--- src/rtl/fifo_arb_pkg.sv ---
// fifo_arb_pkg: shared FSM state type, counter width and {ctrl,data} word layout helpers
package fifo_arb_pkg;
  typedef enum logic [1:0] {IDLE, HDR, PKT} state_t;
  localparam int PKT_CNT_WIDTH = 32;
  localparam int DATA_LSB = 0;
  function automatic int ctrl_lsb(input int data_width);
    return data_width;
  endfunction
  function automatic int word_width(input int data_width, input int ctrl_width);
    return data_width + ctrl_width;
  endfunction
endpackage

--- src/rtl/rr_priority_select.sv ---
// rr_priority_select: combinational rotate-priority picker, first req at or after ptr wins
// Ports: req (per-queue request), ptr (highest-priority index), gnt (winner index), gnt_valid (any req)
module rr_priority_select #(
  parameter int N  = 4,
  parameter int PW = 2
) (
  input  logic [N-1:0]  req,
  input  logic [PW-1:0] ptr,
  output logic [PW-1:0] gnt,
  output logic          gnt_valid
);
  int j;
  // Walk from the farthest offset down so the nearest requester overwrites last.
  always_comb begin
    gnt = '0;
    j = 0;
    gnt_valid = |req;
    for (int i = N - 1; i >= 0; i--) begin
      j = (int'(ptr) + i) % N;
      if (req[PW'(j)]) gnt = PW'(j);
    end
  end
endmodule

--- src/rtl/fifo_rr_arbiter.sv ---
// fifo_rr_arbiter: round-robin packet arbiter draining fallthrough input FIFOs into one registered stream
// Ports: clk; reset (async, active-low); in_fifo_dout/in_fifo_empty/in_fifo_rd_en per-queue FIFO head,
//        flag and pop; out_data/out_ctrl/out_wr registered output word; out_rdy downstream accept;
//        pkt_count per-queue EOP counters, live only when FIFO_RR_ARBITER_PKT_COUNT_EN is defined.
module fifo_rr_arbiter
  import fifo_arb_pkg::*;
#(
  parameter int NUM_QUEUES = 4,
  parameter int DATA_WIDTH = 64,
  parameter int CTRL_WIDTH = 8
) (
  input  logic                                        clk,
  input  logic                                        reset,
  input  logic [NUM_QUEUES*(CTRL_WIDTH+DATA_WIDTH)-1:0] in_fifo_dout,
  input  logic [NUM_QUEUES-1:0]                       in_fifo_empty,
  output logic [NUM_QUEUES-1:0]                       in_fifo_rd_en,
  output logic [DATA_WIDTH-1:0]                       out_data,
  output logic [CTRL_WIDTH-1:0]                       out_ctrl,
  output logic                                        out_wr,
  input  logic                                        out_rdy,
  output logic [NUM_QUEUES*PKT_CNT_WIDTH-1:0]         pkt_count
);
  localparam int W  = word_width(DATA_WIDTH, CTRL_WIDTH);
  localparam int CL = ctrl_lsb(DATA_WIDTH);
  localparam int PW = $clog2(NUM_QUEUES);
  state_t state, state_nxt;
  logic [PW-1:0] rr_ptr, grant, pick;
  logic pick_valid, rd, eop;
  logic [W-1:0] words [NUM_QUEUES];
  logic [W-1:0] head;
  logic [CTRL_WIDTH-1:0] head_ctrl;
  for (genvar g = 0; g < NUM_QUEUES; g++) begin : g_word
    assign words[g] = in_fifo_dout[g*W +: W];
  end
  assign head = words[grant];
  assign head_ctrl = head[CL +: CTRL_WIDTH];
  rr_priority_select #(.N(NUM_QUEUES), .PW(PW)) u_sel (
    .req      (~in_fifo_empty),
    .ptr      (rr_ptr),
    .gnt      (pick),
    .gnt_valid(pick_valid)
  );
  // Reads only ever target the latched grant; IDLE never reads, giving one bubble per packet.
  always_comb begin
    rd = (state != IDLE) && !in_fifo_empty[grant] && out_rdy;
    eop = rd && (state == PKT) && (head_ctrl != '0);
    in_fifo_rd_en = rd ? NUM_QUEUES'(1) << grant : '0;
    state_nxt = (state == IDLE) ? (pick_valid ? HDR : IDLE) :
                (state == HDR)  ? ((rd && head_ctrl == '0) ? PKT : HDR) :
                                  (eop ? IDLE : PKT);
  end
  always_ff @(posedge clk or negedge reset) begin
    if (!reset) begin
      state    <= IDLE;
      rr_ptr   <= '0;
      grant    <= '0;
      out_wr   <= 1'b0;
      out_data <= '0;
      out_ctrl <= '0;
    end else begin
      state <= state_nxt;
      if (state == IDLE && pick_valid) grant <= pick;
      if (eop) rr_ptr <= (grant == PW'(NUM_QUEUES - 1)) ? '0 : grant + 1'b1;
      out_wr <= rd;
      if (rd) begin
        out_data <= head[DATA_LSB +: DATA_WIDTH];
        out_ctrl <= head_ctrl;
      end
    end
  end
`ifdef FIFO_RR_ARBITER_PKT_COUNT_EN
  for (genvar g = 0; g < NUM_QUEUES; g++) begin : g_cnt
    logic [PKT_CNT_WIDTH-1:0] cnt;
    always_ff @(posedge clk or negedge reset) begin
      if (!reset) cnt <= '0;
      else if (eop && grant == PW'(g)) cnt <= cnt + 1'b1;
    end
    assign pkt_count[g*PKT_CNT_WIDTH +: PKT_CNT_WIDTH] = cnt;
  end
`else
  assign pkt_count = '0;
`endif
endmodule

--- config.mk ---
export PLATFORM = sky130hd
export DESIGN_NAME = fifo_rr_arbiter
export DESIGN_NICKNAME = d
export VERILOG_FILES = /design/src/rtl/fifo_arb_pkg.sv /design/src/rtl/rr_priority_select.sv /design/src/rtl/fifo_rr_arbiter.sv
export SDC_FILE = /design/constraint.sdc
export NUM_CORES = 1
export LEC_CHECK = 0
export CAP_MARGIN = 20
export CORE_AREA = 2 2 195 197
export CTS_CLUSTER_SIZE = 8
export DETAILED_ROUTE_END_ITERATION = 7
export DIE_AREA = 0 0 197 199
export HOLD_SLACK_MARGIN = 0.03
export PLACE_DENSITY = 0.45
export SYNTH_ARGS = -nofsm -noshare
export SYNTH_HDL_FRONTEND = slang
export SYNTH_SLANG_ARGS = --single-unit
--- constraint.sdc ---
create_clock -name clk -period 4.6 [get_ports clk]
set_input_delay 1.38 -clock clk [delete_from_list [all_inputs] [get_ports clk]]
set_output_delay 1.38 -clock clk [all_outputs]
set_load 0.005 [all_outputs]
==> results of run 1 <==
## layout by cell type (no fill, tap or decap), drive strengths merged
cell type	synthesis	final
nand3b	1	1
nor4bb	1	1
a32o	1	1
clkinv	0	3
or4	2	2
inv	2	2
buf	147	15
clkbuf	6	10
and2	4	4
nor4	1	1
a21oi	1	1
o221ai	1	1
mux4	73	73
dfrtp	79	79
mux2	74	74
nor2	5	5
ha	4	4
nand2b	3	3
a22o	1	1
dlymetal6s2s	0	5
conb	1	128
clkdlybuf4s50	0	365
clkinvlp	0	3
o21ai	6	6
nand2	6	6
## metrics by stage
stage	setup slack, ns	power [mW]	setup TNS, ns	cell area, um^2
after detailed placement	-0.0881	3.90	-0.349	9610
after CTS	-0.0591	4.64	-0.233	9890
after floorplan	0.467	2.65	0	6290
after global routing	0.180	4.86	0	9920
final	0.238	4.52	0	9920
after global placement	-0.0838	3.90	-0.330	9610
## metal layers
metal  vias to the layer above  wire (um)  global-route usage
li1                       2050          -                   -
met1                      2289       7890               0.115
met2                       284      11200               0.194
met3                        10       2050              0.0363
met4                         0        240              0.0309
met5                         -          0                   0
## synthesized netlist by cell type
cell type | number | area (um^2)
sky130_fd_sc_hd__nand2_1 | 6 | 22.5
sky130_fd_sc_hd__buf_1 | 4 | 15.0
sky130_fd_sc_hd__buf_2 | 11 | 55.1
sky130_fd_sc_hd__nor4bb_1 | 1 | 10.0
sky130_fd_sc_hd__a22o_1 | 1 | 8.76
sky130_fd_sc_hd__clkbuf_1 | 6 | 22.5
sky130_fd_sc_hd__nand2b_1 | 3 | 18.8
sky130_fd_sc_hd__ha_1 | 4 | 50.1
sky130_fd_sc_hd__buf_8 | 1 | 15.0
sky130_fd_sc_hd__nor4_2 | 1 | 12.5
sky130_fd_sc_hd__and2_1 | 4 | 25.0
sky130_fd_sc_hd__mux2_1 | 2 | 22.5
sky130_fd_sc_hd__o21ai_0 | 5 | 25.0
sky130_fd_sc_hd__nor2_1 | 5 | 18.8
sky130_fd_sc_hd__o21ai_2 | 1 | 8.76
sky130_fd_sc_hd__dfrtp_1 | 79 | 1980
sky130_fd_sc_hd__buf_4 | 130 | 976
sky130_fd_sc_hd__mux2_2 | 72 | 811
sky130_fd_sc_hd__a32o_1 | 1 | 10.0
sky130_fd_sc_hd__o221ai_1 | 1 | 8.76
sky130_fd_sc_hd__nand3b_1 | 1 | 7.51
sky130_fd_sc_hd__a21oi_1 | 1 | 5.00
sky130_fd_sc_hd__buf_6 | 1 | 11.3
sky130_fd_sc_hd__or4_4 | 2 | 22.5
sky130_fd_sc_hd__inv_1 | 2 | 7.51
sky130_fd_sc_hd__conb_1 | 1 | 3.75
sky130_fd_sc_hd__mux4_2 | 73 | 1640
## registers in the layout, summed over array words and instances, names as in the netlist
name and count:
grant 2, rr_ptr 2, out_ctrl 8, out_data 64
out_wr 1, state 2
## power by group
part / switching [mW] / internal [mW]
registers: 0.198 / 1.05
clock network: 0.319 / 0.364
logic: 0.929 / 1.66
## path summary, 6_finish.rpt
path	slack (ns)	startpoint	cells after the start	end
setup / recovery	0.24	in_fifo_empty[1]	7	in_fifo_rd_en[1]
hold / removal	0.50	out_data[44]	1	out_data[44]
setup reg to reg	1.55	grant[0]	5	rr_ptr[0]
hold reg to reg	0.50	out_data[44]	1	out_data[44]
max in group asynchronous	2.80	reset	2	out_data[25]
min in group asynchronous	1.06	reset	1	out_data[62]
## area by class of cell
class,count,area (um^2)
multi-input combinational,312,3240
fill,3933,27200
timing repair buffer,385,3830
clock buffer,10,229
inverter,2,7.51
tap,474,593
sequential,79,1980
clock inverter,6,37.5
## repair_timing
| action | CTS | global route |
|---|---|---|
| setup buffers | 0 | 1 |
| gates resized for setup | 1 | 9 |
| pin swaps | 1 | 4 |
| setup endpoints to repair | 4 | 4 |
## logic make-up (layout without fill, tap and decap cells)
kind of cell | count (synthesis) | in the layout | share of synthesized area
buf+inv | 155 | 403 | 0.190
mux | 147 | 147 | 0.426
flops | 79 | 79 | 0.340
simple gates | 23 | 23 | 0.0237
compound gates | 10 | 10 | 0.0114
fa+ha+maj | 4 | 4 | 0.00861
other cells | 1 | 128 | 0.000645
==> impl_summary.md, run 1 <==
Run status
The flow ran to the end, and the final reports show no timing, DRC or antenna violations.

Timing
The worst hold slack is between 0.5 and 0.6 ns. The final-report hold violation count is 0. The max-slew violation total from the final report is 0. The final count of negative-setup-slack endpoints is 0. Timing would allow up to roughly 230 MHz. The worst pin sits at a relative slew slack of 0.543.

The shortest clock period the worst path allows after layout is 4.36 ns. At the pin with the least slew margin, the transition time is approximately 0.69 ns. The post-route fraction of the period consumed by the critical path is 0.948.

Setup repair after global routing left no endpoint under its margin. Clock skew on the completed layout was measured at 0.00884 ns.

Critical path
The setup path with the least slack is of type in2out. The cell family contributing the most delay on the critical path is buffers and inverters. The signal on the critical path passes through clkdlybuf4s50_1 > mux4_2 > nand2b_4 > nor2_4 > buf_4 > and2_4 > dlymetal6s2s_1. The type of origin of the critical path is an input port. STA puts the critical path data required time at 3.22 ns. The arrival time reported for the critical path endpoint is between 2 and 3 ns.

On the worst path, the slowest cell contributes a delay of approximately 0.48 ns. In this run the worst path has a maximum fanout of 5. The endpoint kind of the worst setup timing path is a primary output. The number of buffer and inverter stages on the critical path is 3. The cell at the slowest stage of the critical path is sky130_fd_sc_hd__mux4_2.

Global routing
The initial antenna violation count is 1. The global routing usage summed across all routing layers is 0.106. The via count of the first global-routing pass is just under 5000. The wire length of the first global-routing pass is between 30000 and 40000 um. Entering global routing, the biggest net connects between 40 and 50 pins. The overall overflow remaining after global route is 0.

Clock network
The number of levels in the clock H-tree is 3. The clock net in this run drives a total of 79 sinks. After clock tree synthesis, the flow added hold-fix buffers numbering 0. The tree is rooted in a sky130_fd_sc_hd__clkbuf_16. The maximum number of buffers from clock root to sink is 2. The TritonCTS clock tree is yes. Clock-pin slew was measured on the worst setup and hold paths at roughly 0.060 ns. At the later pin of the worst-skew pair, clock insertion delay measures approximately 0.35 ns. Counting the buffers created by CTS gives 9.

Synth
The gate count of the mapped netlist is ~420. The register area share after synthesis is 0.340. The synthesized flop and latch total is 79.

The total number of yosys warnings is 0. A synthesized cell averages ~14 um^2. The post-synth design cell area is ~5800 um^2. The netlist uses 27 different library cells.

Place
Once detailed placement completed, the half-perimeter wirelength came to 17600 um. The number of placed instances with taps included is around 1300. The congestion estimate from routability-driven global placement came to 0.699. During placement, the flow inserted port buffers numbering 371.

Cells and area
In the final layout, the share of cells above drive strength 1 is 0.236. The area added between synthesis and finish is 70.6%. The utilization after layout is 0.267.

The final standard cell count with taps included and fillers excluded is 1268. The repair_antennas step left the layout with diodes totalling 0. The layout net count is roughly 1100.

Detailed routing
The routed wirelength normalized by instance count is about 17 um. The per-cell via count in the routed design is ~3.7. In the routed design, unresolved DRC markers number 0. The detailed router placed about 4600 vias in this run.

The first TritonRoute pass finished after 4 iterations. The starting DRC count in detailed routing is roughly 110. The final antenna-violating net count is 0. The wire length after detailed routing is around 21000 um.

Die
In this run the count of I/O pins placed on the die edge is 500. The die covers 39200 um^2. The row count is 71. The starting density of the core is 0.157.

The floorplan step defined a core boundary enclosing about 37000 um^2. The width of the die is slightly below 200 um. In this run the vertical extent of the chip is between 150 and 200 um.

Pwr
VDD sags by at most between 150 and 200 uV. For this design the ratio of total power to cell area is 455 nW/um^2. The cell leakage power is 3.86 nW.

Min path
The worst hold path belongs to the class reg2reg.

Flow run
The number of max-cap violations is 0.
No activity file was read; power rests on OpenSTA's default activity.
==> inputs of run 2 (changes only) <==
CAP_MARGIN = not set   (was 20)
clock period = 5.1 ns   (was 4.6 ns; I/O delays follow)
==> impl_summary.md, run 2 (synthesis gave the netlist of run 1 again) <==
Run status
The run finished with clean final reports.

Global routing
The overall overflow remaining after global route is 0. The initial antenna violation count came to 0. The via count of the first global-routing pass was around 4700. The largest net degree at the start of global routing is 54. The global routing usage summed across all routing layers is 0.102. The wire length of the first global-routing pass is between 20000 and 30000 um.

Place
The quantity of I/O buffers inserted on ports is ~370. Routability-driven placement finished with a final weighted congestion of approximately 0.7. The total placed instance area is between 9000 and 10000 um^2. The post-detailed-placement half-perimeter wirelength is approximately 17000 um.

Critical path
The endpoint kind of the worst setup timing path is a primary output. The setup slack of the worst register-to-register path is ~2.1 ns. In this run the worst path has a maximum fanout of 5. The arrival time reported for the critical path endpoint is roughly 3.5 ns. The worst setup path category is in2out. The endpoint identified for the worst register-to-register timing path is rr_ptr[1]. The type of origin of the critical path is an input port. In this run the critical register-to-register path is launched from grant[0]. The worst path required time is approximately 3.6 ns.

The cell count of the worst reg-to-reg path is 5.

Detailed routing
The per-cell via count in the routed design is approximately 3.6. Once detail routing completed, the nets flagged for antenna violations numbered 0. The routed wirelength normalized by instance count is ~17 um. Summed over all layers, the routed wires come to 20900 um. The starting DRC count in detailed routing is 86. For this block, the via count after detailed routing is 4557.

For this run, the detailed router's first-pass iteration total came to 4. In the routed design, unresolved DRC markers number 0.

Cells and area
The register with the most flip-flops in the layout has 64 of them. The layout net count is roughly 1100. The diode insertion count for antenna repair is 0. Ranked by flip-flop count, first place goes to out_data. Compared with the post-synthesis result, the final layout area differs by 70.0%. The utilization after layout is 0.266.

The most frequent standard cell in the layout excluding fill and tap cells is sky130_fd_sc_hd__clkdlybuf4s50_1. The number of fill cells is 3913. In the final layout, the registers with the most flip-flops are out_data: 64 flops, out_ctrl: 8 flops. In the layout the commonest cells are sky130_fd_sc_hd__clkdlybuf4s50_1 (370), sky130_fd_sc_hd__conb_1 (128), sky130_fd_sc_hd__dfrtp_1 (77). The cell area after layout is ~10000 um^2. The ratio of cells with drive above 1 in the final layout is 0.228.

The area occupied by multi-input gates is between 3000 and 4000 um^2. The combined flip-flop and latch cell area is 1980 um^2.

Timing
The max-slew violation total from the final report is 0. The total negative setup slack is 0 ns. Setup violations remaining at the end of the flow were counted as 0. After layout, the minimum clock period comes to about 5 ns.

The setup skew after layout is roughly 0.0044 ns. Headroom to the max-slew limit came out at 0.495. Setup repair after global routing left no endpoint under its margin. The final-report hold violation count is 0. The post-route fraction of the period consumed by the critical path is 0.980.

Derived from the worst setup path, the maximum achievable clock frequency is 200 MHz. The slew at the pin closest to its max-slew limit is 0.757 ns.

Clock network
At the later pin of the worst-skew pair, clock insertion delay measures 0.35 ns. TritonCTS built the clock tree. TritonCTS created 9 clock buffers. For this design, the CTS-stage hold fixing added 0 buffers.

The CTS sink count is 79. The number of levels in the clock H-tree is 3. The cell at the root of the clock tree is sky130_fd_sc_hd__clkbuf_16. The clock passes through at most 2 buffers. Clock-pin slew was measured on the worst setup and hold paths at ~0.06 ns.

Min path
The min-delay analysis places its worst path in the category reg2reg. The startpoint identified for the worst hold timing path is out_ctrl[4]. The worst hold path depth is 1. The hold-critical path endpoint is out_ctrl[4].

Die
500 I/O pins were placed. The core outline area is approximately 37000 um^2. The die height is approximately 200 um.

Row generation in the floorplan step produced 71 rows. Measured along the x axis, the die boundary spans around 200 um. The die covers approximately 39000 um^2. The starting density of the core is 0.157.

Pwr
The worst voltage drop across the vdd grid is ~180 uV. The proportion of power drawn by the clock network is 0.154. Summed over all cells, the static leakage comes to 3.77 nW. The sequential cell fraction of total power is 0.276.

The proportion of power drawn by combinational gates is 0.570. The design draws between 4 and 5 mW. The internal power consumption is 2.78 mW. The switching share of power is 0.317. The switching power is between 1 and 1.5 mW. In this run the power density over the cells is 412 nW/um^2.

Flow run
The number of max-cap violations is 0.
## run 2: cell types whose count changed in the layout (fill, tap and decap cells not counted), sizes merged
cell           previous run  this run
buf                      15        12
clkbuf                   10        11
dlymetal6s2s              5         0
clkinvlp                  3         2
clkdlybuf4s50           365       370
## run 2: how the worst max path moves through the flow
| stage | end | slack [ns] | depth (start not counted) | start |
|---|---|---|---|---|
| detailed placement | in_fifo_rd_en[0] | 0.05 | 6 | in_fifo_empty[0] |
| global placement | in_fifo_rd_en[1] | 0.08 | 6 | in_fifo_empty[0] |
| finish | in_fifo_rd_en[0] | 0.10 | 6 | in_fifo_empty[0] |
| global route | in_fifo_rd_en[0] | 0.02 | 6 | in_fifo_empty[0] |
| floorplan | in_fifo_rd_en[0] | 0.67 | 6 | in_fifo_empty[3] |
| CTS | in_fifo_rd_en[0] | 0.05 | 6 | in_fifo_empty[0] |
## run 2: metrics by stage
stage / setup slack (ns) / std cells / hold WS (ns)
floorplan: 0.667 / 546 / 0.493
CTS: 0.0485 / 1264 / 0.509
global placement: 0.0758 / 1248 / 0.489
global route: 0.0204 / 1265 / 0.524
detailed placement: 0.0518 / 1248 / 0.494
finish: 0.102 / 1265 / 0.505
## run 2: timing repair
action / in CTS / in global routing
endpoints found under the hold margin: 0 / 0
gates resized for setup: 0 / 1
setup buffers: 0 / 1
setup endpoints to repair: 0 / 4
## run 2: power by group through the flow
stage	registers, mW	logic, mW	clock network (mW)
2_1_floorplan	1.13	1.26	0
3_3_place_gp	1.13	2.38	0
3_5_place_dp	1.14	2.37	0
4_1_cts	1.13	2.38	0.674
5_1_grt	1.18	2.50	0.701
6_report	1.12	2.32	0.626
## run 2: worst max-delay path: stages
cell and delay, ns:
sky130_fd_sc_hd__clkdlybuf4s50_1 0.44, sky130_fd_sc_hd__mux4_2 0.49, sky130_fd_sc_hd__nand2b_4 0.17, sky130_fd_sc_hd__nor2_4 0.17, sky130_fd_sc_hd__and2_1 0.16, sky130_fd_sc_hd__clkdlybuf4s50_1 0.50
## run 2: cell type report
cell class / instances / area share
flip-flops and latches: 79 / 0.201
multi-input cells: 312 / 0.327
clock inverters: 5 / 0.00342
repair buffers: 382 / 0.384
well taps: 474 / 0.0600
inverters: 2 / 0.000760
clock buffers: 11 / 0.0246
## run 2: layer usage
layer | global-route usage | routed length (um) | vias up | share of wire
met5 | 0 | 0 | - | 0
met3 | 0.0354 | 2010 | 8 | 0.096
li1 | - | - | 2054 | -
met1 | 0.112 | 7790 | 2215 | 0.37
met4 | 0.0292 | 195 | 0 | 0.0093
met2 | 0.186 | 10900 | 280 | 0.52
